`config.mk`:
```
export PLATFORM = sky130hd
export DESIGN_NAME = if_prefetch_stage
export DESIGN_NICKNAME = d
export VERILOG_FILES = /design/src/rtl/if_prefetch_stage.sv
export SDC_FILE = /design/constraint.sdc
export NUM_CORES = 1
export LEC_CHECK = 0
export ABC_CLOCK_PERIOD_IN_PS = 4000
export BUFFER_PORTS_ARGS = -buffer_cell sky130_fd_sc_hd__buf_4
export CORE_MARGIN = 8
export CORE_UTILIZATION = 57
export CTS_CLUSTER_DIAMETER = 60
export DETAILED_ROUTE_END_ITERATION = 10
export GPL_TIMING_DRIVEN = 0
export PLACE_DENSITY_LB_ADDON = 0.1
export SLEW_MARGIN = 20
export SYNTH_ARGS = -nofsm -noshare
export SYNTH_HDL_FRONTEND = slang
export SYNTH_SLANG_ARGS = --single-unit
```
`constraint.sdc`:
```
create_clock -name clk_i -period 4 [get_ports clk_i]
set_input_delay 0.4 -clock clk_i [delete_from_list [all_inputs] [get_ports clk_i]]
set_output_delay 0.4 -clock clk_i [all_outputs]
set_load 0.02 [all_outputs]
```
`src/rtl/if_prefetch_stage.sv`:
```
// Instruction-fetch stage with a prefetch queue.
//
// Generates the PC, issues fetches to a one-cycle-latency instruction memory
// (at most one outstanding), and buffers each returned instruction with its PC
// and PC+PC_INC in a DEPTH-entry FIFO drained by ID over a valid/ready handshake.
// Any nonzero pc_src is a redirect: it reloads the PC, empties the queue and
// discards the in-flight response.
//
// Ports:
//   clk_i, rst_ni            clock, asynchronous active-low reset
//   beq_i, jr_i              branch / register-jump targets (pc_src 01 / 10)
//   pc_4_id_i, offset28_i    jump composition {pc_4_id, offset28} (pc_src 11)
//   pc_src_i                 00 sequential, otherwise redirect this cycle
//   imem_req_o, imem_addr_o  fetch request and address (current PC)
//   imem_rdata_i             instruction, valid the cycle after imem_req_o
//   id_valid_o, id_ready_i   queue head handshake towards ID
//   id_instr_o, id_pc_o, id_pc_4_o  queue head contents
//   q_count_o                queue occupancy
module if_prefetch_stage #(
  parameter int unsigned     XLEN     = 32,
  parameter int unsigned     DEPTH    = 4,
  parameter logic [XLEN-1:0] RESET_PC = '0,
  parameter int unsigned     PC_INC   = 4
) (
  input  logic                   clk_i,
  input  logic                   rst_ni,
  input  logic [XLEN-1:0]        beq_i,
  input  logic [XLEN-1:0]        jr_i,
  input  logic [3:0]             pc_4_id_i,
  input  logic [27:0]            offset28_i,
  input  logic [1:0]             pc_src_i,
  output logic                   imem_req_o,
  output logic [XLEN-1:0]        imem_addr_o,
  input  logic [XLEN-1:0]        imem_rdata_i,
  output logic                   id_valid_o,
  input  logic                   id_ready_i,
  output logic [XLEN-1:0]        id_instr_o,
  output logic [XLEN-1:0]        id_pc_o,
  output logic [XLEN-1:0]        id_pc_4_o,
  output logic [$clog2(DEPTH):0] q_count_o
);

  localparam int unsigned PtrW = $clog2(DEPTH);
  localparam int unsigned CntW = PtrW + 1;
  localparam int unsigned OccW = CntW + 1;

  logic [XLEN-1:0] pc_q, pc_d;
  logic [XLEN-1:0] issued_pc_q, issued_pc_d;
  logic            inflight_q, inflight_d;
  logic [PtrW-1:0] wr_ptr_q, wr_ptr_d;
  logic [PtrW-1:0] rd_ptr_q, rd_ptr_d;
  logic [CntW-1:0] count_q, count_d;

  logic [XLEN-1:0] instr_mem [DEPTH];
  logic [XLEN-1:0] pc_mem    [DEPTH];
  logic [XLEN-1:0] pc4_mem   [DEPTH];

  logic            redirect;
  logic            issue;
  logic            push;
  logic            pop;
  logic [XLEN-1:0] target;
  logic [XLEN-1:0] pc_inc;
  logic [OccW-1:0] occupancy;

  assign pc_inc    = XLEN'(PC_INC);
  assign redirect  = (pc_src_i != 2'b00);
  // The in-flight fetch already owns a slot, so it counts towards fullness.
  assign occupancy = OccW'(count_q) + OccW'(inflight_q);

  assign issue = rst_ni & ~redirect & (occupancy < OccW'(DEPTH));
  assign push  = inflight_q & ~redirect;
  assign pop   = id_valid_o & id_ready_i;

  always_comb begin
    target = pc_q;
    case (pc_src_i)
      2'b01:   target = beq_i;
      2'b10:   target = jr_i;
      2'b11:   target = XLEN'({pc_4_id_i, offset28_i});
      default: target = pc_q;
    endcase
  end

  always_comb begin
    pc_d        = pc_q;
    issued_pc_d = issued_pc_q;
    inflight_d  = inflight_q;
    wr_ptr_d    = wr_ptr_q;
    rd_ptr_d    = rd_ptr_q;
    count_d     = count_q;

    if (redirect) begin
      pc_d       = target;
      inflight_d = 1'b0;
      wr_ptr_d   = '0;
      rd_ptr_d   = '0;
      count_d    = '0;
    end else begin
      if (issue) begin
        pc_d        = pc_q + pc_inc;
        issued_pc_d = pc_q;
      end
      // A response clears the flag unless a new fetch issues on the same edge.
      inflight_d = issue;
      if (push) begin
        wr_ptr_d = wr_ptr_q + PtrW'(1);
      end
      if (pop) begin
        rd_ptr_d = rd_ptr_q + PtrW'(1);
      end
      case ({push, pop})
        2'b10:   count_d = count_q + CntW'(1);
        2'b01:   count_d = count_q - CntW'(1);
        default: count_d = count_q;
      endcase
    end
  end

  always_ff @(posedge clk_i or negedge rst_ni) begin
    if (!rst_ni) begin
      pc_q        <= RESET_PC;
      issued_pc_q <= RESET_PC;
      inflight_q  <= 1'b0;
      wr_ptr_q    <= '0;
      rd_ptr_q    <= '0;
      count_q     <= '0;
    end else begin
      pc_q        <= pc_d;
      issued_pc_q <= issued_pc_d;
      inflight_q  <= inflight_d;
      wr_ptr_q    <= wr_ptr_d;
      rd_ptr_q    <= rd_ptr_d;
      count_q     <= count_d;
    end
  end

  // Payload storage needs no reset; validity is tracked by count_q.
  always_ff @(posedge clk_i) begin
    if (push) begin
      instr_mem[wr_ptr_q] <= imem_rdata_i;
      pc_mem[wr_ptr_q]    <= issued_pc_q;
      pc4_mem[wr_ptr_q]   <= issued_pc_q + pc_inc;
    end
  end

  assign imem_req_o  = issue;
  assign imem_addr_o = pc_q;
  assign id_valid_o  = (count_q != '0) & ~redirect;
  assign id_instr_o  = instr_mem[rd_ptr_q];
  assign id_pc_o     = pc_mem[rd_ptr_q];
  assign id_pc_4_o   = pc4_mem[rd_ptr_q];
  assign q_count_o   = count_q;

  // Issue throttling makes this unreachable; catch it if that logic breaks.
  a_no_overflow: assert property (@(posedge clk_i) disable iff (!rst_ni)
                                  !(push && (count_q == CntW'(DEPTH))));

endmodule
```
# Word-level counts from Yosys, hierarchy flattened
# Memories as Yosys holds them, arrays and structs flattened.
# Index checks and enable logic that the tools add are counted.
dict set report classes {
  add_sub_neg 7
  order_cmp 1
  n_eq_ne 6
  muxes 12
  bitwise_logic 6
  reduce_logical 8
}
# op count
set ops {}
lappend ops {{$pmux 32 s3} 1}
lappend ops {{$add 32x3->32 const B} 2}
lappend ops {{$mux 32} 2}
lappend ops {{$mux 2} 4}
lappend ops {{$reduce_bool 2->1} 4}
lappend ops {{$eq 2x2->1 const B} 3}
lappend ops {{$pmux 3 s2} 1}
lappend ops {{$reduce_bool 3->1} 2}
lappend ops {{$and 1x1->1} 5}
lappend ops {{$add 2x1->2 const B} 2}
lappend ops {{$add 3x1->4} 1}
lappend ops {{$eq 2x1->1 const B} 2}
lappend ops {{$lt 4x3->1 const B} 1}
lappend ops {{$ne 4x1->1 const B} 1}
lappend ops {{$reduce_and 2->1} 2}
lappend ops {{$add 3x1->3 const B} 1}
lappend ops {{$mux 1} 3}
lappend ops {{$mux 3} 1}
lappend ops {{$sub 3x1->3 const B} 1}
lappend ops {{$not 1->1} 1}
dict set report word_totals {
  regBits 72
  ramBits 384
  inputBits 133
  out_inout_bits 133
  memories 3
}
# memory depth word_bits rd rd_clocked_by_memory_dff wr line
set mem_list {}
lappend mem_list {instr_mem 4 32 1 0 1 54} ;# logic [XLEN-1:0] instr_mem [DEPTH];
lappend mem_list {pc4_mem 4 32 1 0 1 56} ;# logic [XLEN-1:0] pc4_mem [DEPTH];
lappend mem_list {pc_mem 4 32 1 0 1 55} ;# logic [XLEN-1:0] pc_mem [DEPTH];

# Longest topological paths before layout
# Gate-level depths: netlist (run 1).
dict set report logic_depth {
  depth_word 7
  ltp_mapped 10
  ltp_nobuf 8
}

# Worst setup path before layout (run 1)
# No wires, ideal clock.
dict set report synth_timing {
  kind {input to register}
  from {in pc_src_i[0]}
  to {mem instr_mem[0][0] (enable)}
  setup_time_ps 464
  arrival_ps 3542
  setup_slack_ps -6
  cell_stages 5
  n_path_buf 2
  cell_sequence {inv_1 -> ha_1 -> clkbuf_1 -> clkbuf_1 -> and3_1}
}
dict set report synth_between {
  elab_chain_cells 5
}
# element line
set synth_rtl {}
lappend synth_rtl {{start, declared} 31} ;# input logic [1:0] pc_src_i,
lappend synth_rtl {{$reduce_bool 2->1} 67} ;# assign redirect = (pc_src_i != 2'b00);
lappend synth_rtl {{$not 1->1 (no source line)} --}
lappend synth_rtl {{$and 1x1->1} 72} ;# assign push = inflight_q & ~redirect;
lappend synth_rtl {{$mux 1} 140} ;# if (push) begin
lappend synth_rtl {{$mux 1 (implied by the code)} 141} ;# instr_mem[wr_ptr_q] <= imem_rdata_i;
lappend synth_rtl {{end, declared} 54}
# No other way between the ends.

# Final worst setup path (run 1)
dict set report layout_timing {
  from {reg rd_ptr_q[1]}
  to {out id_pc_o[1]}
}
dict set report layout_between {
  elab_chain_cells 1
}
# element line
set layout_rtl {}
lappend layout_rtl {{start, declared} 51} ;# logic [PtrW-1:0] rd_ptr_q, rd_ptr_d;
lappend layout_rtl {{start signal, assigned} 133} ;# rd_ptr_q <= rd_ptr_d;
lappend layout_rtl {{$mem_v2 4x32} --}
lappend layout_rtl {{end, declared} 38} ;# output logic [XLEN-1:0] id_pc_o,
# No other way between the ends.

==> results of run 1 <==
registers in the layout, indices dropped and copies added, names as in the netlist:
| name | flops |
|---|---|
| imem_addr_o | 32 |
| inflight_q | 1 |
| instr_mem | 128 |
| issued_pc_q | 32 |
| pc4_mem | 126 |
| pc_mem | 122 |
| q_count_o | 3 |
| rd_ptr_q | 2 |
| wr_ptr_q | 2 |
logic make-up after synthesis:
| group | Yosys count | share of synthesized area [%] |
|---|---|---|
| adder cells (fa/ha/maj) | 11 | 0.805 |
| multiplexers | 100 | 12.1 |
| AO/OA/AOI/OAI | 109 | 4.32 |
| flip-flops | 448 | 72.7 |
| AND/OR/NAND/NOR | 224 | 5.99 |
| XOR/XNOR | 53 | 2.58 |
| buffers and inverters | 68 | 1.56 |
cell type report:
class / instances / area share [%]
buffer: 55 / 1.05
clock buffer: 65 / 5.62
clock inverter: 17 / 0.724
inverter: 13 / 0.221
multi-input combinational: 497 / 21.1
sequential: 448 / 59.2
tap: 402 / 2.27
timing repair buffer: 273 / 9.85
report_power, final:
group	internal (mW)	leakage, nW	total [mW]	switching, mW
Clock	2.35	0.685	3.96	1.60
Sequential	5.34	4.28	5.60	0.259
Combinational	0.344	2.99	0.782	0.438
Total	8.03	7.95	10.3	2.30
path summary, 6_finish.rpt:
check / start / end / slack, ns / cells after the start
min in group clk_i: imem_rdata_i[25] / instr_mem[0][25] / 0.08 / 1
worst min-delay path: rst_ni / imem_addr_o[0] / -0.0004 / 1
max in group asynchronous: rst_ni / issued_pc_q[14] / 3.37 / 1
worst min register to register: imem_addr_o[0] / issued_pc_q[0] / 0.56 / 2
worst max-delay path: rd_ptr_q[1] / id_pc_o[1] / 0.50 / 6
worst max register to register: issued_pc_q[3] / pc4_mem[1][28] / 1.25 / 6
per-stage QoR:
step                      instance area, um2  hold slack [ns]
after detailed placement               20700            0.537
after global placement                 20500            0.538
after CTS                              22100           0.0259
after floorplan                        18000            0.104
after global routing                   22100           0.0523
final                                  22100        -0.000371
routing by layer:
layer	routed length [um]	vias to the layer above	GRT usage, %
li1	-	4653	-
met1	17200	5193	27.9
met2	20600	376	37.3
met3	2760	55	5.83
met4	853	0	5.93
met5	0	-	0
Yosys cell counts (all sizes together), types with 5 or more instances:
library cell / instances / share of area, %
a221o: 6 / 0.33
nor3: 12 / 0.33
a211oi: 23 / 0.96
and3: 15 / 0.56
nand2: 110 / 2.3
nand4: 17 / 0.59
buf: 23 / 0.62
ha: 10 / 0.69
mux4: 94 / 12
clkbuf: 32 / 0.67
nor2: 20 / 0.42
o21ai: 6 / 0.17
inv: 13 / 0.27
a31oi: 5 / 0.17
xor2: 22 / 1.1
nand3: 29 / 0.86
edfxtp: 376 / 63
a22o: 25 / 1.2
a21oi: 29 / 0.81
dfrtp: 72 / 10
xnor2: 31 / 1.5
worst register-to-register path: cells and delay by family, from the launching register on:
family / cells / cell delay [ns]
fa+ha+maj: 1 / 0.23
xor+xnor: 1 / 0.34
simple gates: 4 / 1.46
flops: 1 / 0.48
==> results.sh, run 1 <==
export IMPL_status="finished, violations left"
export IMPL_failed_checks="negative hold slack"
export IMPL_final_common_cell="edfxtp_1"
export IMPL_period_minus_slack_ns=3.50
export IMPL_synth_area_um2=18000
export IMPL_drc=0
export IMPL_nFillCells=2034
export IMPL_vias=10277
export IMPL_tritoncts="done"
export IMPL_setup_tns_ns=0
export IMPL_synth_top_flop_cell="edfxtp_1"
export IMPL_synthCells=1013
export IMPL_synth_seq_cells=448
export IMPL_grt_max_degree=74
export IMPL_final_nets=1477
export IMPL_area_growth_synth_to_final_pct=22.8
export IMPL_worst_path_buf_inv=5
export IMPL_die_h_um=194
export IMPL_ir_worst_vdd_mv=0.316
export IMPL_powerDensity_nw_per_um2=467
export IMPL_layout_drive_gt1_share_pct=33.5
export IMPL_hold_buffers=0
export IMPL_antenna_found_initial=0
export IMPL_grt_pass1_wl_um=64100
export IMPL_cp_arrival_ns=3.10
export IMPL_layout_common_cells="edfxtp_1 (376), buf_4 (267), nand2_1 (110), mux4_2 (94), dfrtp_1 (72)"
export IMPL_synthDistinctLibCells=49
export IMPL_dr_first_iter_drc_count=551
export IMPL_drtAntennaViolNets=0
export IMPL_clk_latency_ns=0.53
export IMPL_routed_via_density=5.81
export IMPL_portBuffers=265
export IMPL_cp_start_kind="flip-flop"
export IMPL_dieArea_um2=37600
export IMPL_total_leakage_power_nw=7.95
export IMPL_tightest_slew_ns=0.942
export IMPL_crit_chain="clkbuf_1, clkbuf_1, clkbuf_1, mux4_2, buf_4, buf_4"
export IMPL_yosysWarnings=0
export IMPL_crit_family="buffers and inverters"
export IMPL_clock_path_buffers=3
export IMPL_grt_use_total_pct=22.0
export IMPL_ctsResizeCount=0
export IMPL_crit_path_end_kind="primary output"
export IMPL_initial_core_util_pct=57.6
export IMPL_overflow=0
export IMPL_finalHoldViolations=1
export IMPL_htreeDepth=2
export IMPL_synth_avg_cell_area_um2=17.8
export IMPL_core_area_um2=31300
export IMPL_fin_util_pct=70.7
export IMPL_power_mw=10.3
export IMPL_place_ws_ns=0.746
export IMPL_clkTransAtPathRegs_ns=0.06
export IMPL_setup_violations_final=0
export IMPL_synth_nets=1157
export IMPL_cts_num_sinks=448
export IMPL_instances_no_fill=1770
export IMPL_crit_fanout=10
export IMPL_post_cts_setup_buffers=0
export IMPL_num_rows=65
export IMPL_wl_um=41400
export IMPL_wire_per_inst_um=23.4
export IMPL_async_reset_ff_share_pct=16.1
export IMPL_numCtsBuffers=45
export IMPL_cts_root_buf="clkbuf_16"
export IMPL_die_w_um=194
export IMPL_regArea_um2=13100
export IMPL_io_pins=266
export IMPL_hold_slack_ns=-0.000371
export IMPL_synth_edff_count=376
export IMPL_critPathMaxStageDelay_ns=0.69
export IMPL_fmax_mhz=286
export IMPL_period_share_pct=87.4
export IMPL_n_antenna_cell=0
export IMPL_critPathRequiredTime_ns=3.60
export IMPL_worst_slack_ns=0.504
export IMPL_gp_congestion=0.860
export IMPL_first_pass_iters=7
export IMPL_drv_cap=0
export IMPL_path_common_cell="clkbuf_1"
export IMPL_slew_violations=0
export IMPL_worstHoldPathType="input pin to asynchronous set/reset pin"
export IMPL_multi_input_area_um2=4670
export IMPL_slew_headroom_pct=37.2
export IMPL_dp_final_hpwl_um=29000
export IMPL_dpl_cell_count=1688
export IMPL_yosysSeqAreaShare_pct=72.7
export IMPL_skew_ns=0.0137
export IMPL_slowest_stage="clkbuf_1"
export IMPL_grt_setup_unrepaired="false"
export IMPL_crit_type="flip-flop to primary output"
export IMPL_grt_pass1_vias=11112
(Power assumes the default switching activity.)
==> run 2, diff against run 1 <==
--- a/config.mk
+++ b/config.mk
@@ -5,6 +5,7 @@
 export SDC_FILE = /design/constraint.sdc
 export NUM_CORES = 1
 export LEC_CHECK = 0
+export ABC_AREA = 1
 export ABC_CLOCK_PERIOD_IN_PS = 4000
 export BUFFER_PORTS_ARGS = -buffer_cell sky130_fd_sc_hd__buf_4
 export CORE_MARGIN = 8
==> results.sh, run 2 <==
export IMPL_yosysSeqAreaShare_pct=68.8
export IMPL_die_h_um=199
export IMPL_gp_congestion=0.905
export IMPL_ctsResizeCount=0
export IMPL_finalHoldViolations=0
export IMPL_grt_use_met2_pct=46.8
export IMPL_area_growth_synth_to_final_pct=23.0
export IMPL_antenna_found_initial=0
export IMPL_top_register="instr_mem"
export IMPL_powerDensity_nw_per_um2=447
export IMPL_crit_path_end_kind="primary output"
export IMPL_use_met3_pct=5.97
export IMPL_grt_use_total_pct=28.0
export IMPL_reg_largest_list="instr_mem (128), pc4_mem (126), pc_mem (122)"
export IMPL_clock_path_buffers=3
export IMPL_r2r_cells=5
export IMPL_n_antenna_cell=0
export IMPL_setup_violations_final=0
export IMPL_crit_fanout=10
export IMPL_slew_headroom_pct=33.0
export IMPL_fmax_mhz=298
export IMPL_synth_seq_cells=448
export IMPL_ys_top_cells_by_count="edfxtp_1 (376), nor2_1 (278), nand2_1 (231)"
export IMPL_wl_um=55300
export IMPL_slew_violations=0
export IMPL_tightest_slew_ns=1.00
export IMPL_cts_root_buf="clkbuf_16"
export IMPL_layout_drive_gt1_share_pct=20.4
export IMPL_r2r_end="pc4_mem[3][16]"
export IMPL_synth_area_um2=19000
export IMPL_skew_ns=0.0127
export IMPL_period_minus_slack_ns=3.36
export IMPL_hold_buffers=0
export IMPL_tritoncts="done"
export IMPL_dr_first_iter_drc_count=1421
export IMPL_critPathRequiredTime_ns=3.60
export IMPL_core_area_um2=33200
export IMPL_final_common_cell="edfxtp_1"
export IMPL_grt_max_degree=74
export IMPL_drv_cap=0
export IMPL_drc=0
export IMPL_critPathMaxStageDelay_ns=0.42
export IMPL_yosysTopAreaCell="edfxtp_1"
export IMPL_overflow=0
export IMPL_layout_common_cells="edfxtp_1 (376), nor2_1 (274), buf_4 (269), nand2_1 (231), o21ai_0 (228)"
export IMPL_crit_chain="buf_2, inv_2, buf_2, clkbuf_1, o21ai_0, o22ai_1, buf_4"
export IMPL_synth_top_flop_cell="edfxtp_1"
export IMPL_die_w_um=199
export IMPL_synth_avg_cell_area_um2=11.3
export IMPL_critical_path_endpoint="id_pc_o[16]"
export IMPL_synth_top_area_share_pct=59.3
export IMPL_wire_per_inst_um=22.1
export IMPL_period_share_pct=83.9
export IMPL_num_rows=67
export IMPL_htreeDepth=2
export IMPL_fin_util_pct=70.5
export IMPL_io_pins=266
export IMPL_cts_num_sinks=448
export IMPL_post_cts_setup_buffers=0
export IMPL_total_leakage_power_nw=9.00
export IMPL_status="finished clean"
export IMPL_dieArea_um2=39500
export IMPL_slowest_stage="dfrtp_1"
export IMPL_initial_core_util_pct=57.3
export IMPL_place_area_um2=22000
export IMPL_synth_nets=1832
export IMPL_worstHoldPathType="input pin to asynchronous set/reset pin"
export IMPL_ir_worst_vdd_mv=0.278
export IMPL_path_common_cell="buf_2"
export IMPL_drtAntennaViolNets=0
export IMPL_grt_pass1_vias=14767
export IMPL_grt_setup_unrepaired="false"
export IMPL_cp_arrival_ns=2.96
export IMPL_largest_reg_flops=128
export IMPL_crit_type="flip-flop to primary output"
export IMPL_final_nets=2161
export IMPL_yosysMostFrequentCell="edfxtp_1"
export IMPL_clk_latency_ns=0.54
export IMPL_first_pass_iters=5
export IMPL_synthTopCellsByArea="edfxtp_1 (59%), dfrtp_1 (9.5%), o21ai_0 (6.0%), nor2_1 (5.5%), nand2_1 (4.6%)"
export IMPL_clkTransAtPathRegs_ns=0.06
export IMPL_busiest_layer="met2"
export IMPL_yosysWarnings=0
export IMPL_critPathLaunch="rd_ptr_q[0]"
export IMPL_grt_pass1_wl_um=84400
export IMPL_synthDistinctLibCells=42
export IMPL_async_reset_ff_share_pct=16.1
export IMPL_numCtsBuffers=45
export IMPL_routed_via_density=5.75
export IMPL_synth_edff_count=376
export IMPL_use_met1_pct=35.7
export IMPL_cp_start_kind="flip-flop"
export IMPL_synthCells=1688
export IMPL_timing_rr_start="inflight_q"
export IMPL_fin_area_um2=23400
export IMPL_dp_final_hpwl_um=39500
export IMPL_portBuffers=265
export IMPL_rrSetupSlack_ns=1.65
export IMPL_vias=14399
run 2: cell types whose count changed in the layout (fill, tap and decap cells not counted), moves of 23 or more:
| cell | delta |
|---|---|
| a22o_1 | -23 |
| inv_1 | +70 |
| mux4_2 | -94 |
| nand2_1 | +121 |
| nand3_1 | +33 |
| nor2_1 | +254 |
| o21ai_0 | +222 |
| o22ai_1 | +98 |
run 2: final cells by class:
type                            count  area [um2]
Clock inverter                     20         106
Fill cell                        2426        9780
Tap cell                          448         561
Timing Repair Buffer              282        2400
Sequential cell                   448       13100
Buffer                             93         413
Multi-Input combinational cell   1059        5230
Clock buffer                       64        1290
Inverter                           88         332
run 2: through the flow:
step                      cells  setup slack [ns]  TNS (ns)  hold WS, ns  power [mW]
final                      2502             0.643         0      0.00647        10.5
after global routing       2502             0.578         0       0.0405        10.8
after detailed placement   2418             0.497         0        0.508        6.58
after global placement     2401             -2.57   -940.03        0.495        6.54
after floorplan            1688            -0.140    -52.72        0.104        6.06
after CTS                  2502             0.641         0       0.0401        10.5
run 2: worst min path at each step:
stage	startpoint	to	slack, ns	depth (start not counted)
floorplan	rst_ni	imem_addr_o[0]	0.10	0
global placement	issued_pc_q[0]	pc4_mem[2][0]	0.49	0
detailed placement	issued_pc_q[0]	pc4_mem[1][0]	0.51	0
CTS	imem_rdata_i[29]	instr_mem[3][29]	0.04	1
global route	imem_rdata_i[24]	instr_mem[3][24]	0.04	1
finish	rst_ni	imem_addr_o[21]	0.006	1
run 2: cell families (layout without fill, tap and decap cells):
group | count (synthesis) | count (layout) | share of synthesized area, %
and+or+nand+nor | 626 | 626 | 13.8
DFF | 448 | 448 | 68.8
AOI/OAI and AO/OA | 388 | 388 | 11.2
buffers and inverters | 181 | 547 | 3.91
xor gates and xnor gates | 34 | 34 | 1.56
adders and majority gates | 11 | 11 | 0.763
run 2: worst max-delay path: cells and delay by family (launching register included):
| kind | cells | cell delay, ns |
|---|---|---|
| AO/OA/AOI/OAI | 2 | 0.44 |
| buffers and inverters | 5 | 1.54 |
| flip-flops | 1 | 0.42 |
run 2: per-layer routing:
| metal | part of all wire (%) | vias up |
|---|---|---|
| li1 | - | 6646 |
| met1 | 39 | 6978 |
| met2 | 49 | 648 |
| met3 | 8.4 | 127 |
| met4 | 3.5 | 0 |
| met5 | 0 | - |
run 2: report_power, final:
group          internal (mW)  switching, mW
clock network           2.25           1.72
logic                  0.337          0.567
registers               5.32          0.265
==> run 3, diff against run 2 <==
--- a/config.mk
+++ b/config.mk
@@ -5,11 +5,11 @@
 export SDC_FILE = /design/constraint.sdc
 export NUM_CORES = 1
 export LEC_CHECK = 0
-export ABC_AREA = 1
-export ABC_CLOCK_PERIOD_IN_PS = 4000
+export ABC_AREA = 0
+export ABC_CLOCK_PERIOD_IN_PS = 2900
 export BUFFER_PORTS_ARGS = -buffer_cell sky130_fd_sc_hd__buf_4
 export CORE_MARGIN = 8
-export CORE_UTILIZATION = 57
+export CORE_UTILIZATION = 51
 export CTS_CLUSTER_DIAMETER = 60
 export DETAILED_ROUTE_END_ITERATION = 10
 export GPL_TIMING_DRIVEN = 0
==> constraint.sdc (replaced) <==
create_clock -name clk_i -period 2.9 [get_ports clk_i]
set_input_delay 0.29 -clock clk_i [delete_from_list [all_inputs] [get_ports clk_i]]
set_output_delay 0.29 -clock clk_i [all_outputs]
set_load 0.02 [all_outputs]
==> results.sh, run 3 (synthesized netlist as in run 1, its figures left out) <==
export IMPL_io_pins=266
export IMPL_area_growth_synth_to_final_pct=25.1
export IMPL_crit_chain="clkbuf_1, buf_4, buf_2, mux4_2, buf_4, buf_4"
export IMPL_antenna_found_initial=0
export IMPL_core_area_um2=35200
export IMPL_grt_use_total_pct=20.5
export IMPL_worst_slack_ns=0.165
export IMPL_first_pass_iters=5
export IMPL_r2r_cells=6
export IMPL_cts_root_buf="clkbuf_16"
export IMPL_hold_end="imem_addr_o[16]"
export IMPL_fin_area_um2=22500
export IMPL_cp_start_kind="flip-flop"
export IMPL_nFillCells=2548
export IMPL_power_share_clock_pct=38.0
export IMPL_layout_drive_gt1_share_pct=33.6
export IMPL_place_ws_ns=-0.466
export IMPL_slew_headroom_pct=52.4
export IMPL_reg_largest_list="instr_mem (128), pc4_mem (126), pc_mem (122)"
export IMPL_portBuffers=265
export IMPL_critPathRequiredTime_ns=2.61
export IMPL_comb_power_share_pct=7.9
export IMPL_r2r_end="pc4_mem[1][22]"
export IMPL_crit_path_end_kind="primary output"
export IMPL_final_nets=1508
export IMPL_grt_pass1_vias=11159
export IMPL_dieArea_um2=41600
export IMPL_ir_worst_vdd_mv=0.356
export IMPL_drv_cap=0
export IMPL_post_cts_setup_buffers=0
export IMPL_critPathMaxStageDelay_ns=0.40
export IMPL_setup_violations_final=0
export IMPL_skew_ns=0.0177
export IMPL_slew_violations=0
export IMPL_vias=10375
export IMPL_finalHoldViolations=0
export IMPL_grt_pass1_wl_um=65600
export IMPL_routed_via_density=5.59
export IMPL_crit_fanout=10
export IMPL_cellInternalPower_mw=11.0
export IMPL_min_delay_start="beq_i[16]"
export IMPL_drc=0
export IMPL_timing_rr_start="issued_pc_q[3]"
export IMPL_numCtsBuffers=44
export IMPL_dr_first_iter_drc_count=518
export IMPL_overflow=0
export IMPL_tritoncts="done"
export IMPL_worstHoldPathType="input pin to flip-flop"
export IMPL_drtAntennaViolNets=0
export IMPL_slowest_stage="mux4_2"
export IMPL_powerDensity_nw_per_um2=633
export IMPL_rrSetupSlack_ns=0.39
export IMPL_die_h_um=204
export IMPL_gp_congestion=0.859
export IMPL_n_antenna_cell=0
export IMPL_grt_max_degree=73
export IMPL_final_common_cell="edfxtp_1"
export IMPL_grt_setup_unrepaired="false"
export IMPL_initial_core_util_pct=51.2
export IMPL_fmax_mhz=366
export IMPL_clock_path_buffers=3
export IMPL_layout_common_cells="edfxtp_1 (376), buf_4 (273), nand2_1 (110), mux4_2 (94), dfrtp_1 (71)"
export IMPL_p_sw_share_pct=22.6
export IMPL_period_minus_slack_ns=2.73
export IMPL_tightest_slew_ns=0.713
export IMPL_pwr_share_seq_pct=54.1
export IMPL_crit_type="flip-flop to primary output"
export IMPL_htreeDepth=2
export IMPL_cts_num_sinks=448
export IMPL_largest_reg_flops=128
export IMPL_die_w_um=204
export IMPL_path_common_cell="buf_4"
export IMPL_cp_arrival_ns=2.44
export IMPL_p_switching_mw=3.23
export IMPL_status="finished clean"
export IMPL_dp_final_hpwl_um=29300
export IMPL_num_rows=69
export IMPL_period_share_pct=94.3
export IMPL_top_register="instr_mem"
export IMPL_total_leakage_power_nw=8.12
export IMPL_place_area_um2=20800
export IMPL_clk_latency_ns=0.53
export IMPL_wire_per_inst_um=22.8
export IMPL_wl_um=42400
export IMPL_clkTransAtPathRegs_ns=0.06
export IMPL_hold_depth=3
[run 3: cell count changes in the layout (fill, tap and decap cells not counted), sizes merged, moves of 33 or more]
cell | before | now
mux4 | 0 | 94
nor2 | 290 | 20
inv | 89 | 13
nand3 | 64 | 29
o21ai | 230 | 6
dlygate4sd3 | 0 | 33
nand2 | 239 | 110
o22ai | 98 | 0
[run 3: cell type report]
class                           count  area, um2  area share [%]
Tap cell                          461        577            2.56
Clock buffer                       58       1200            5.34
Sequential cell                   448      13100            58.1
Inverter                           13       48.8           0.216
Timing Repair Buffer              307       2540            11.3
Buffer                             53        250            1.11
Clock inverter                     20        166           0.738
Multi-Input combinational cell    497       4670            20.7
[run 3: power groups by stage]
stage | logic (mW) | registers, mW | clock network [mW]
after detailed placement | 1.09 | 7.86 | 0
after floorplan | 0.518 | 7.78 | 0
final | 1.13 | 7.72 | 5.42
after CTS | 1.14 | 7.72 | 5.55
after global placement | 1.07 | 7.84 | 0
after global routing | 1.24 | 7.76 | 5.77
[run 3: worst max-delay path, delay by kind of cell (launching register included)]
| kind | cells | cell delay, ns |
|---|---|---|
| buffers and inverters | 5 | 1.19 |
| DFF | 1 | 0.32 |
| muxes | 1 | 0.40 |
[run 3: metal layers]
| metal | up-vias | wire [um] | track usage, % | part of all wire [%] |
|---|---|---|---|---|
| met4 | 0 | 1120 | 6.12 | 2.6 |
| met1 | 5229 | 17600 | 26.8 | 42 |
| met2 | 344 | 20800 | 33.6 | 49 |
| met5 | - | 0 | 0 | 0 |
| met3 | 76 | 2810 | 5.20 | 6.6 |
| li1 | 4726 | - | - | - |
[run 3: metrics by stage]
stage                     total power, mW  TNS (ns)  hold slack [ns]  std cells  utilization [%]
after floorplan                      8.30         0         -0.00559       1013                -
after global placement               8.91   -576.80            0.485       1739             58.5
after detailed placement             8.95    -60.52            0.488       1747             59.0
after CTS                            14.4         0           0.0176       1858             64.0
after global routing                 14.8         0           0.0308       1857             64.0
final                                14.3         0           0.0286       1857             64.0
[run 3: worst max-delay path by stage]
stage                     cells past startpoint  slack (ns)                to        start
after floorplan                               5        0.06   instr_mem[0][0]  pc_src_i[0]
after global placement                        6       -1.56  instr_mem[1][25]  pc_src_i[0]
after detailed placement                      8       -0.47    pc4_mem[0][15]  pc_src_i[0]
after CTS                                     5       0.009        id_pc_o[1]  rd_ptr_q[0]
after global routing                          6        0.03        id_pc_o[1]  rd_ptr_q[1]
final                                         6        0.17        id_pc_o[0]  rd_ptr_q[1]
[run 3: timing repair]
item / in CTS / in global routing
gates resized for setup: 13 / 6
endpoints found under the hold margin: 200 / 0
endpoints found under the setup margin: 61 / 49
hold buffers: 34 / 0
